==> src/rtl/alu_pkg.sv <==
// Shared definitions for the ALU sharing logic: control codes, sequencer states and
// default datapath widths.
package alu_pkg;

    localparam int unsigned DEF_DATA_W = 32;
    localparam int unsigned DEF_CTL_W  = 4;

    localparam logic [3:0] ALU_ADD  = 4'b0000;
    localparam logic [3:0] ALU_SUB  = 4'b1000;
    localparam logic [3:0] ALU_SLT  = 4'b0010;
    localparam logic [3:0] ALU_SLTU = 4'b0011;
    localparam logic [3:0] ALU_AND  = 4'b0111;
    localparam logic [3:0] ALU_OR   = 4'b0110;
    localparam logic [3:0] ALU_XOR  = 4'b0100;
    localparam logic [3:0] ALU_SLL  = 4'b0001;
    localparam logic [3:0] ALU_SRL  = 4'b0101;
    localparam logic [3:0] ALU_SRA  = 4'b1101;

    typedef enum logic [1:0] {
        StIdle = 2'd0,
        StExec = 2'd1,
        StResp = 2'd2
    } arb_state_e;

    // Index width that stays legal for a single requester.
    function automatic int unsigned idx_width(input int unsigned n);
        return (n > 1) ? $clog2(n) : 1;
    endfunction

endpackage

==> src/rtl/rr_arb.sv <==
// Combinational round-robin grant: first requester at or above ptr_i, wrapping to the
// lowest requester when nothing at or above the pointer is asking.
module rr_arb
    import alu_pkg::*;
#(
    parameter int unsigned N_REQ = 2,
    parameter int unsigned IDX_W = idx_width(N_REQ)
) (
    input  logic [N_REQ-1:0] req_i,
    input  logic [IDX_W-1:0] ptr_i,
    output logic [N_REQ-1:0] gnt_o,
    output logic [IDX_W-1:0] gnt_idx_o,
    output logic             any_gnt_o
);

    always_comb begin
        gnt_o     = '0;
        gnt_idx_o = '0;
        any_gnt_o = 1'b0;

        // Lowest requester overall is the wrap-around candidate.
        for (int i = N_REQ - 1; i >= 0; i--) begin
            if (req_i[i]) begin
                gnt_idx_o = IDX_W'(i);
                any_gnt_o = 1'b1;
            end
        end

        // Lowest requester at or above the pointer takes precedence.
        for (int i = N_REQ - 1; i >= 0; i--) begin
            if (req_i[i] && (i >= int'(ptr_i))) begin
                gnt_idx_o = IDX_W'(i);
            end
        end

        gnt_o[gnt_idx_o] = any_gnt_o;
    end

endmodule

==> src/rtl/alu_arb.sv <==
// Shares one external combinational ALU between N_REQ requesters: round-robin accept,
// one registered operation in flight, per-requester valid/ready response.
module alu_arb
    import alu_pkg::*;
#(
    parameter int unsigned N_REQ  = 2,
    parameter int unsigned DATA_W = DEF_DATA_W,
    parameter int unsigned CTL_W  = DEF_CTL_W
) (
    input  logic                    clk,
    input  logic                    rst,
    input  logic [N_REQ-1:0]        req_valid_i,
    output logic [N_REQ-1:0]        req_ready_o,
    input  logic [N_REQ*DATA_W-1:0] req_a_i,
    input  logic [N_REQ*DATA_W-1:0] req_b_i,
    input  logic [N_REQ*CTL_W-1:0]  req_ctl_i,
    output logic [N_REQ-1:0]        rsp_valid_o,
    input  logic [N_REQ-1:0]        rsp_ready_i,
    output logic [DATA_W-1:0]       rsp_data_o,
    output logic [DATA_W-1:0]       alu_a_o,
    output logic [DATA_W-1:0]       alu_b_o,
    output logic [CTL_W-1:0]        aluctl_ctl_o,
    input  logic [DATA_W-1:0]       alu_out_i
);

    localparam int unsigned IDX_W = idx_width(N_REQ);

    arb_state_e        state_q, state_d;
    logic [IDX_W-1:0]  ptr_q, ptr_d;
    logic [IDX_W-1:0]  owner_q, owner_d;
    logic [DATA_W-1:0] a_q, a_d;
    logic [DATA_W-1:0] b_q, b_d;
    logic [CTL_W-1:0]  ctl_q, ctl_d;
    logic [DATA_W-1:0] result_q, result_d;

    logic [N_REQ-1:0]  gnt;
    logic [IDX_W-1:0]  gnt_idx;
    logic              any_gnt;

    rr_arb #(
        .N_REQ (N_REQ),
        .IDX_W (IDX_W)
    ) u_rr_arb (
        .req_i     (req_valid_i),
        .ptr_i     (ptr_q),
        .gnt_o     (gnt),
        .gnt_idx_o (gnt_idx),
        .any_gnt_o (any_gnt)
    );

    always_comb begin
        state_d  = state_q;
        ptr_d    = ptr_q;
        owner_d  = owner_q;
        a_d      = a_q;
        b_d      = b_q;
        ctl_d    = ctl_q;
        result_d = result_q;

        case (state_q)
            StIdle: begin
                // The granted requester is the only one seeing ready, so a grant is a handshake.
                if (any_gnt) begin
                    a_d     = req_a_i[gnt_idx*DATA_W +: DATA_W];
                    b_d     = req_b_i[gnt_idx*DATA_W +: DATA_W];
                    ctl_d   = req_ctl_i[gnt_idx*CTL_W +: CTL_W];
                    owner_d = gnt_idx;
                    if (int'(gnt_idx) == int'(N_REQ) - 1) begin
                        ptr_d = '0;
                    end else begin
                        ptr_d = gnt_idx + 1'b1;
                    end
                    state_d = StExec;
                end
            end
            StExec: begin
                result_d = alu_out_i;
                state_d  = StResp;
            end
            StResp: begin
                if (rsp_ready_i[owner_q]) begin
                    state_d = StIdle;
                end
            end
            default: begin
                state_d = StIdle;
            end
        endcase
    end

    always_comb begin
        req_ready_o = '0;
        rsp_valid_o = '0;
        if (!rst) begin
            if (state_q == StIdle) begin
                req_ready_o = gnt;
            end
            if (state_q == StResp) begin
                rsp_valid_o[owner_q] = 1'b1;
            end
        end
    end

    // ALU inputs come straight from the operand registers so they only move on accept.
    assign alu_a_o      = a_q;
    assign alu_b_o      = b_q;
    assign aluctl_ctl_o = ctl_q;
    assign rsp_data_o   = result_q;

    always_ff @(posedge clk) begin
        if (rst) begin
            state_q  <= StIdle;
            ptr_q    <= '0;
            owner_q  <= '0;
            a_q      <= '0;
            b_q      <= '0;
            ctl_q    <= '0;
            result_q <= '0;
        end else begin
            state_q  <= state_d;
            ptr_q    <= ptr_d;
            owner_q  <= owner_d;
            a_q      <= a_d;
            b_q      <= b_d;
            ctl_q    <= ctl_d;
            result_q <= result_d;
        end
    end

    a_ready_onehot : assert property (@(posedge clk) disable iff (rst) $onehot0(req_ready_o));
    a_rsp_onehot   : assert property (@(posedge clk) disable iff (rst) $onehot0(rsp_valid_o));
    a_no_overlap   : assert property (@(posedge clk) disable iff (rst)
                                      !((|req_ready_o) && (|rsp_valid_o)));

endmodule

==> config.mk <==
export PLATFORM = sky130hd
export DESIGN_NAME = alu_arb
export DESIGN_NICKNAME = d
export VERILOG_FILES = /design/src/rtl/alu_pkg.sv /design/src/rtl/rr_arb.sv /design/src/rtl/alu_arb.sv
export SDC_FILE = /design/constraint.sdc
export NUM_CORES = 1
export LEC_CHECK = 0
export CAP_MARGIN = 40
export CORE_MARGIN = 5
export CORE_UTILIZATION = 32
export CTS_BUF_LIST = sky130_fd_sc_hd__clkbuf_8 sky130_fd_sc_hd__clkbuf_16
export DETAILED_ROUTE_END_ITERATION = 10
export MAX_ROUTING_LAYER = met4
export PLACE_DENSITY = 0.86
export SYNTH_ARGS = -nofsm -noshare
export SYNTH_HDL_FRONTEND = slang
export SYNTH_HIERARCHICAL = 1
export SYNTH_SLANG_ARGS = --single-unit
export TNS_END_PERCENT = 30
==> constraint.sdc <==
create_clock -name clk -period 1.7 [get_ports clk]
set_input_delay 0.51 -clock clk [delete_from_list [all_inputs] [get_ports clk]]
set_output_delay 0.51 -clock clk [all_outputs]
set_load 0.01 [all_outputs]
==> flow_metrics.tcl, run 1 <==
set metrics [dict create \
    status "finished, violations left" \
    violations "negative setup slack" \
    area_growth_pct 80.2 \
    synth_area_leader_cell "dfxtp_1" \
    root_buffer "clkbuf_16" \
    r2r_cells 7 \
    power_frac_comb_pct 24.5 \
    cts_sinks 104 \
    num_vias 4108 \
    dieArea_mm2 0.0154 \
    final_common_cell "clkdlybuf4s50_1" \
    grt_usage_pct 18.9 \
    busiest_layer "met2" \
    diodes 0 \
    grt_use_met1_pct 19.5 \
    setup.worst_path.class "reg -> out" \
    peakVddDrop_mv 0.493 \
    antenna_left 0 \
    numCtsBuffers 9 \
    slew_viol_final 0 \
    p_total_mw 6.58 \
    synthCells 395 \
    syn_nets 569 \
    critPathArrivalTime_ns 1.31 \
    gp_congestion 0.844 \
    p_leak_nw 3.26 \
    nFillCells 1094 \
    detail_route.iter0.violations 101 \
    min_path_cells 2 \
    grt_pass1_vias 4523 \
    grt-ovfl-total 0 \
    p_sw_mw 1.71 \
    layout.nets 856 \
    yosys.cell_types.count 24 \
    initial_core_util_pct 32.8 \
    setup_tns_ns -0.357 \
    synthTopCellsByArea "dfxtp_1 (50%), mux2i_1 (17%), o2bb2ai_1 (12%), nand2_1 (5.8%), a21oi_1 (3.8%)" \
    hold_class "reg -> reg" \
    hold_viol 0 \
    period_minus_slack_ns 1.82 \
    io_pins 278 \
    postCtsHoldBufs 0 \
    dpl.hpwl_mm 11.6 \
    grt_max_degree 39 \
    core_mm2 0.0127 \
    rsz0062_at_grt "yes" \
    cpMaxStageDelayCell "or3b_4" \
    tightestPinTransition_ns 0.323 \
    synth_top_area_share_pct 49.9 \
    drt-vias-per-instance 4.78 \
    maxSlewHeadroom_pct 78.5 \
    use_met2_pct 34.2 \
    drt-total-wl_mm 14.6 \
    seqPwrFrac_pct 42.6 \
    endpoint_kind "output pin" \
    synth-seq-cells 104 \
    intPower_mw 4.87 \
    path_cells "or3b_4 > nor2_4 > buf_6" \
    cp_max_fo 3 \
    fin_worst_skew_ns 0.00712 \
    layout_common_cells "clkdlybuf4s50_1 (170), dfxtp_1 (102), dlygate4sd2_1 (102)" \
    die_height_um 124 \
    seq_area_frac_synth_pct 49.9 \
    clock_latency_ns 0.34 \
    timing.fmax_ghz 0.548 \
    row_count 41 \
    finalCritPeriodShare_pct 107 \
    fp.dieW_um 124 \
    maxCapViolations 0 \
    slowest_delay_ns 0.42 \
    syn_avg_cell_area_um2 10.6 \
    io_buffers 277 \
    synth_area_mm2 0.00418 \
    worst_ep_required_time_ns 1.19 \
    powerDensity_mw_per_mm2 874 \
    path_clk_slew_ns 0.06 \
    dr.pass1.iters 4 \
    startpoint_type "register" \
    clock_power_share_pct 32.8 \
    htreeDepth 3 \
    drive_gt1_share_pct 10.9 \
    grt_pass1_wl_mm 23.4 \
    grtUsageMet3_pct 5.53 \
    swShare_pct 26.0 \
    cts_tree "built" \
    setup_slack_ns -0.124 \
    wire_per_inst_um 17.0 \
    drc 0 \
    setup_viol 4 \
    cts_max_path_buffers 2 \
    antenna_found_initial 0 \
    yosysWarnings 6 \
]
[kinds of logic (layout without fill, tap and decap cells)]
group                  count (synthesis)  in the layout  synth area share [%]
AO/OA/AOI/OAI                        104            104                  20.1
buffers and inverters                 38            330                  4.79
flip-flops                           104            104                  49.9
multiplexers                          71             71                  17.0
AND/OR/NAND/NOR                       78             78                  8.18
[per-layer routing]
layer / wire length, um / share of wire, %
met5: 0 / 0
met4: 347 / 2.4
met3: 1020 / 7.0
met2: 7510 / 52
met1: 5700 / 39
[path summary, 6_finish.rpt]
path | endpoint | slack, ns | startpoint
worst max-delay path | rsp_valid_o[1] | -0.12 | state_q[1]$_SDFFE_PP0P_
worst max register to register | alu_a_o[9]$_SDFFE_PP0P_ | 0.11 | ptr_q$_SDFFE_PP0P_
worst min-delay path | rsp_data_o[16]$_SDFFE_PP0N_ | 0.45 | rsp_data_o[16]$_SDFFE_PP0N_
worst min register to register | rsp_data_o[16]$_SDFFE_PP0N_ | 0.45 | rsp_data_o[16]$_SDFFE_PP0N_
[cell type report]
cell class | count | area [um^2] | area share [%]
flip-flops and latches | 104 | 2080 | 27.7
multi-input cells | 253 | 1940 | 25.7
clock buffers | 9 | 225 | 2.99
well taps | 172 | 215 | 2.86
clock inverters | 7 | 87.6 | 1.16
inverters | 4 | 15.0 | 0.200
repair buffers | 310 | 2960 | 39.4
[power groups by stage]
stage	Sequential, mW	Clock (mW)	Combinational (mW)
2_1_floorplan	2.96	0	0.572
3_3_place_gp	2.85	0	1.73
3_5_place_dp	2.86	0	1.77
4_1_cts	2.80	2.24	1.63
5_1_grt	2.83	2.34	1.74
6_report	2.80	2.16	1.61
[synth_stat cells (all sizes together)]
| cell type | number |
|---|---|
| inv | 4 |
| o2bb2ai | 68 |
| and2 | 2 |
| buf | 24 |
| or2 | 1 |
| nand2 | 65 |
| mux2i | 70 |
| mux2 | 1 |
| clkbuf | 10 |
| dfxtp | 104 |
| a21boi | 3 |
| a21oi | 32 |
| o22ai | 1 |
| nor2b | 1 |
| nor3b | 1 |
| nor3 | 1 |
| or3b | 1 |
| nand2b | 1 |
| nor2 | 5 |
[sequential cells by signal (all words and copies together), names as in the netlist]
register / cells
alu_b_o: 32
owner_q: 1
rsp_data_o: 32
alu_a_o: 32
aluctl_ctl_o: 4
state_q: 2
ptr_q: 1
[per-stage QoR]
| stage | util [%] | instance area [um^2] | hold WS, ns | setup slack [ns] | std cells |
|---|---|---|---|---|---|
| 4_1_cts | 59.2 | 7530 | 0.454 | -0.141 | 859 |
| 3_5_place_dp | 57.6 | 7330 | 0.446 | -0.903 | 842 |
| 6_report | 59.2 | 7530 | 0.454 | -0.124 | 859 |
| 2_1_floorplan | - | 4200 | 0.479 | 0.00378 | 395 |
| 3_3_place_gp | 57.6 | 7330 | 0.443 | -0.898 | 842 |
| 5_1_grt | 59.2 | 7530 | 0.469 | -0.161 | 859 |
[worst max-delay path, delay by kind of cell, from the launching register on]
kind                   cells  cell delay (ns)
AND/OR/NAND/NOR            2             0.53
buffers and inverters      1             0.11
flip-flops                 1             0.35
[repair_timing]
| action | CTS | global route |
|---|---|---|
| pin swaps | 5 | 0 |
| setup endpoints to repair | 174 | 5 |
| resized for setup | 130 | 0 |
| setup buffers | 1 | 0 |
Note: power is estimated with default switching activity, not from simulation.
==> inputs of run 2 (changes only) <==
--- a/config.mk
+++ b/config.mk
@@ -7,11 +7,11 @@
 export LEC_CHECK = 0
 export CAP_MARGIN = 40
 export CORE_MARGIN = 5
-export CORE_UTILIZATION = 32
+export CORE_UTILIZATION = 36
 export CTS_BUF_LIST = sky130_fd_sc_hd__clkbuf_8 sky130_fd_sc_hd__clkbuf_16
 export DETAILED_ROUTE_END_ITERATION = 10
 export MAX_ROUTING_LAYER = met4
-export PLACE_DENSITY = 0.86
+export PLACE_DENSITY = 0.91
 export SYNTH_ARGS = -nofsm -noshare
 export SYNTH_HDL_FRONTEND = slang
 export SYNTH_HIERARCHICAL = 1
==> constraint.sdc (replaced) <==
create_clock -name clk -period 1.75 [get_ports clk]
set_input_delay 0.525 -clock clk [delete_from_list [all_inputs] [get_ports clk]]
set_output_delay 0.525 -clock clk [all_outputs]
set_load 0.01 [all_outputs]
==> run 2 against run 1 <==
Critical endpoint unchanged. Sequential power decreased by 3%. The flow still finishes with violations (negative setup slack). Design area increased by 0.73%. Via count decreased by 1.0%. Highest routed layer unchanged. Critical path depth unchanged. Clock-buffer cell count increased by 3. Flip-flop and latch count unchanged. Largest power group unchanged. Setup slack improved by 0.050 ns. Total power decreased by 3.9%. Hold slack got worse by 0.0046 ns. Sequential share of layout area decreased by 0.18 points. Combinational power about the same. Die area decreased by 10%.
==> flow_metrics.tcl, run 2 (same netlist as run 1, synthesis figures left out) <==
set metrics [dict create \
    status "finished, violations left" \
    violations "negative setup slack" \
    grt-ovfl-total 0 \
    initial_core_util_pct 36.6 \
    final_common_cell "clkdlybuf4s50_1" \
    drt-total-wl_mm 13.9 \
    hold_viol 0 \
    drive_gt1_share_pct 10.5 \
    min_to "rsp_data_o[3]$_SDFFE_PP0N_" \
    setup_viol 2 \
    row_count 39 \
    slowest_delay_ns 0.43 \
    drc 0 \
    dr.pass1.iters 4 \
    antenna_found_initial 0 \
    final_util_pct 66.4 \
    grt_max_degree 43 \
    hold_class "reg -> reg" \
    whs_ns 0.450 \
    powerDensity_mw_per_mm2 834 \
    die_height_um 118 \
    cp_top_family "simple AND/OR/NAND/NOR gates" \
    cts_sinks 104 \
    antenna_left 0 \
    htreeDepth 3 \
    numCtsBuffers 9 \
    maxSlewHeadroom_pct 75.6 \
    cts_max_path_buffers 2 \
    setup.worst_path.class "reg -> out" \
    tightestPinTransition_ns 0.366 \
    fp.dieW_um 118 \
    root_buffer "clkbuf_16" \
    maxCapViolations 0 \
    path_cells "or3b_4 > nor2_4 > buf_6" \
    worst_ep_required_time_ns 1.22 \
    wire_per_inst_um 16.9 \
    grt_pass1_wl_mm 22.0 \
    multi_input_area_mm2 0.00194 \
    timing.fmax_ghz 0.548 \
    cpMaxStageDelayCell "or3b_4" \
    cp_num_buf_inv 1 \
    drt-vias-per-instance 4.92 \
    io_buffers 277 \
    finalCritPeriodShare_pct 104 \
    p_leak_nw 3.62 \
    regArea_mm2 0.00209 \
    cts_tree "built" \
    layout.nets 853 \
    dieArea_mm2 0.0139 \
    grt_usage_pct 19.8 \
    r2r_cells 6 \
    fin_worst_skew_ns 0.00560 \
    cp_max_fo 3 \
    io_pins 278 \
    startpoint_type "register" \
    critPathArrivalTime_ns 1.30 \
    slew_viol_final 0 \
    area_growth_pct 81.5 \
    r2r-start "ptr_q$_SDFFE_PP0P_" \
    diodes 0 \
    clock_latency_ns 0.33 \
    layout_common_cells "clkdlybuf4s50_1 (171), dfxtp_1 (101), mux2i_1 (70), dlygate4sd2_1 (70), nand2_1 (64)" \
    nFillCells 854 \
    setup_slack_ns -0.0746 \
    endpoint_kind "output pin" \
    num_vias 4065 \
    postCtsHoldBufs 0 \
    core_mm2 0.0114 \
    rsz0062_at_grt "yes" \
    setup_tns_ns -0.144 \
    dp_slack_ns -0.804 \
    peakVddDrop_mv 0.584 \
    r2r-end "alu_a_o[11]$_SDFFE_PP0P_" \
    gp_congestion 0.800 \
    min_path_cells 2 \
    dpl.hpwl_mm 11.0 \
    period_minus_slack_ns 1.82 \
    min_from "rsp_data_o[3]$_SDFFE_PP0N_" \
    grt_pass1_vias 4305 \
    path_clk_slew_ns 0.06 \
    r2r_setup_slack_ns 0.30 \
    detail_route.iter0.violations 137 \
]
[run 2: cell count changes in the layout (fill, tap and decap cells not counted)]
cell             change
clkinvlp_4           +1
bufinv_16            -1
clkinv_4             -1
dfxtp_2              +1
dfxtp_1              -1
buf_4                -3
dlymetal6s2s_1      +31
clkdlybuf4s50_1      +1
dlygate4sd2_1       -32
clkbuf_8             +3
clkinv_2             -3
[run 2: worst max-delay path by stage]
stage,cells past startpoint,slack (ns),end,startpoint
after floorplan,3,0.02,rsp_valid_o[0],rst
after global placement,4,-0.79,rsp_valid_o[1],rst
after detailed placement,4,-0.80,rsp_valid_o[1],rst
after CTS,3,-0.12,rsp_valid_o[1],state_q[1]$_SDFFE_PP0P_
after global routing,3,-0.12,rsp_valid_o[1],state_q[1]$_SDFFE_PP0P_
final,3,-0.07,rsp_valid_o[1],state_q[1]$_SDFFE_PP0P_
[run 2: per-stage QoR]
step / area [um^2] / cells / total power, mW
after CTS: 7500 / 826 / 6.41
after global routing: 7580 / 826 / 6.64
after floorplan: 4190 / 395 / 3.43
after global placement: 7270 / 810 / 4.43
final: 7580 / 826 / 6.32
after detailed placement: 7270 / 810 / 4.48
[run 2: final cells by class]
type	count	share of cell area, %
Clock buffer	12	3.52
Clock inverter	3	0.545
Inverter	4	0.198
Multi-Input combinational cell	253	25.5
Sequential cell	104	27.5
Tap cell	143	2.36
Timing Repair Buffer	307	40.3
[run 2: repair_timing]
action,CTS,global route
resized for setup,98,32
pin swaps,5,2
endpoints found under the setup margin,140,35
setup buffers,1,0
[run 2: worst reg2reg max path: stages (launching register included)]
cell	delay, ns
dfxtp_2	0.36
inv_1	0.09
a21boi_4	0.19
buf_12	0.18
buf_12	0.20
mux2i_1	0.25
o2bb2ai_1	0.08
[run 2: power by group]
group | internal (mW) | switching, mW | total [mW]
Combinational | 0.904 | 0.672 | 1.58
Sequential | 2.60 | 0.124 | 2.72
Clock | 1.21 | 0.811 | 2.02
[run 2: layer usage]
layer | track usage [%] | part of all wire, % | up-vias
met5 | - | 0 | -
met4 | 6.59 | 2.6 | 0
met3 | 6.49 | 7.5 | 30
met2 | 34.5 | 51 | 186
met1 | 21.2 | 39 | 1863
li1 | - | - | 1986
==> inputs of run 3 (changes only) <==
--- a/config.mk
+++ b/config.mk
@@ -12,6 +12,8 @@
 export DETAILED_ROUTE_END_ITERATION = 10
 export MAX_ROUTING_LAYER = met4
 export PLACE_DENSITY = 0.91
+export REMOVE_ABC_BUFFERS = 1
+export SKIP_LAST_GASP = 1
 export SYNTH_ARGS = -nofsm -noshare
 export SYNTH_HDL_FRONTEND = slang
 export SYNTH_HIERARCHICAL = 1
==> run 3 against run 2 <==
The run still ends with negative setup slack left. Largest cell class unchanged. Core utilization is 0.48 points higher. Sequential share of layout area fell by 0.23 points. First-iteration DRC count rose by 7.3%. Setup slack worse by 0.010 ns. Die area unchanged. Flip-flop and latch count is the same. Hold slack gained 0.0052 ns. Combinational power rose by 6%. Clock skew up 0.0027 ns. Clock power grew 16%. Sequential power about the same.
==> flow_metrics.tcl, run 3 (same netlist as run 1, synthesis figures left out) <==
set metrics [dict create \
    cts_tree "built" \
    violations "negative setup slack" \
    place_area_mm2 0.00721 \
    r2r-start "ptr_q$_SDFFE_PP0P_" \
    drt-total-wl_mm 15.0 \
    io_pins 278 \
    cp_top_family "simple AND/OR/NAND/NOR gates" \
    tightestPinTransition_ns 0.333 \
    cts_max_path_buffers 2 \
    dieArea_mm2 0.0139 \
    diodes 0 \
    numCtsBuffers 9 \
    period_minus_slack_ns 1.83 \
    hold_class "reg -> reg" \
    r2r_setup_slack_ns 0.06 \
    min_from "rsp_data_o[29]$_SDFFE_PP0N_" \
    path_cells "or3b_4 > nor2_2 > buf_2" \
    setup_viol 34 \
    slowest_delay_ns 0.40 \
    maxSlewHeadroom_pct 77.8 \
    io_buffers 277 \
    antenna_found_initial 0 \
    timing.fmax_ghz 0.545 \
    setup.worst_path.class "reg -> out" \
    antenna_left 0 \
    design_area_mm2 0.00764 \
    drt-vias-per-instance 5.00 \
    grt_max_degree 65 \
    area_growth_pct 82.8 \
    min_path_cells 2 \
    worst_ep_required_time_ns 1.22 \
    met3_length_mm 1.01 \
    met1_length_mm 5.55 \
    hold_viol 0 \
    gp_congestion 0.828 \
    clock_latency_ns 0.34 \
    critPathArrivalTime_ns 1.31 \
    root_buffer "clkbuf_16" \
    endpoint_kind "output pin" \
    drc 0 \
    r2r_cells 7 \
    finalCritPeriodShare_pct 105 \
    startpoint_type "register" \
    core_mm2 0.0114 \
    grt_usage_pct 21.6 \
    fin_worst_skew_ns 0.00834 \
    grt_pass1_vias 4460 \
    dr.pass1.iters 4 \
    num_vias 4127 \
    dpl.hpwl_mm 11.6 \
    maxCapViolations 0 \
    r2r-end "alu_a_o[24]$_SDFFE_PP0P_" \
    fp.dieW_um 118 \
    layout.nets 851 \
    routed-wl-met2_mm 7.92 \
    htreeDepth 3 \
    cp_num_buf_inv 1 \
    peakVddDrop_mv 0.741 \
    initial_core_util_pct 36.6 \
    row_count 39 \
    wire_per_inst_um 18.1 \
    path_clk_slew_ns 0.07 \
    cts_sinks 104 \
    final_util_pct 66.9 \
    cpMaxStageDelayCell "or3b_4" \
    p_leak_nw 3.28 \
    final_common_cell "clkdlybuf4s50_1" \
    die_height_um 118 \
    slew_viol_final 0 \
    min_to "rsp_data_o[29]$_SDFFE_PP0N_" \
    setup_slack_ns -0.0847 \
    rsz0062_at_grt "yes" \
    routed.top_layer "met4" \
    layout_common_cells "clkdlybuf4s50_1 (236), dfxtp_1 (103), mux2i_1 (70)" \
    grt_pass1_wl_mm 23.8 \
    powerDensity_mw_per_mm2 883 \
    postCtsHoldBufs 0 \
    grt-ovfl-total 0 \
    status "finished, violations left" \
    drive_gt1_share_pct 10.6 \
    detail_route.iter0.violations 147 \
    cp_max_fo 3 \
]
run 3: worst max path at each step:
stage | from | slack, ns | cells after the start | endpoint
floorplan | req_valid_i[1] | -4.21 | 3 | alu_b_o[21]$_SDFFE_PP0P_
finish | state_q[1]$_SDFFE_PP0P_ | -0.08 | 3 | rsp_valid_o[0]
global route | state_q[1]$_SDFFE_PP0P_ | -0.13 | 4 | req_ready_o[1]
detailed placement | rst | -0.91 | 4 | rsp_valid_o[0]
CTS | state_q[1]$_SDFFE_PP0P_ | -0.11 | 3 | rsp_valid_o[0]
global placement | rst | -0.91 | 4 | rsp_valid_o[1]
run 3: metal layers:
| metal | GRT usage, % | vias up |
|---|---|---|
| met5 | - | - |
| li1 | - | 1978 |
| met1 | 23.0 | 1940 |
| met3 | 5.33 | 34 |
| met2 | 38.0 | 175 |
| met4 | 9.10 | 0 |
run 3: tightest hold or removal path: cells and delay by family (launching register included):
kind	cells	cell delay, ns
and+or+nand+nor	1	0.05
DFF	1	0.31
AOI/OAI and AO/OA	1	0.05
run 3: stage by stage:
| step | power, mW | TNS, ns | hold WS [ns] | std cells | worst slack [ns] |
|---|---|---|---|---|---|
| final | 6.75 | -0.582 | 0.455 | 825 | -0.0847 |
| after floorplan | 3.41 | -290.21 | 0.474 | 361 | -4.21 |
| after global placement | 4.42 | -28.95 | 0.440 | 807 | -0.906 |
| after CTS | 6.81 | -2.64 | 0.456 | 825 | -0.108 |
| after global routing | 7.04 | -3.21 | 0.469 | 825 | -0.130 |
| after detailed placement | 4.48 | -32.50 | 0.445 | 807 | -0.908 |
run 3: power breakdown:
part / total (mW) / switching (mW) / internal [mW]
combinational: 1.68 / 0.691 / 0.988
clock: 2.34 / 0.894 / 1.44
sequential: 2.73 / 0.131 / 2.60
total: 6.75 / 1.72 / 5.03
run 3: repair_timing:
action | 4_1_cts | 5_1_grt
buffers inserted | 2 | 0
resized for setup | 38 | 27
pin swaps | 6 | 3
endpoints found under the setup margin | 162 | 97
run 3: area by class of cell:
type | count | area, um^2
fill | 837 | 3780
timing repair buffer | 305 | 3070
sequential | 104 | 2080
multi-input combinational | 253 | 1930
clock buffer | 10 | 239
tap | 143 | 179
clock inverter | 6 | 115
inverter | 4 | 15.0
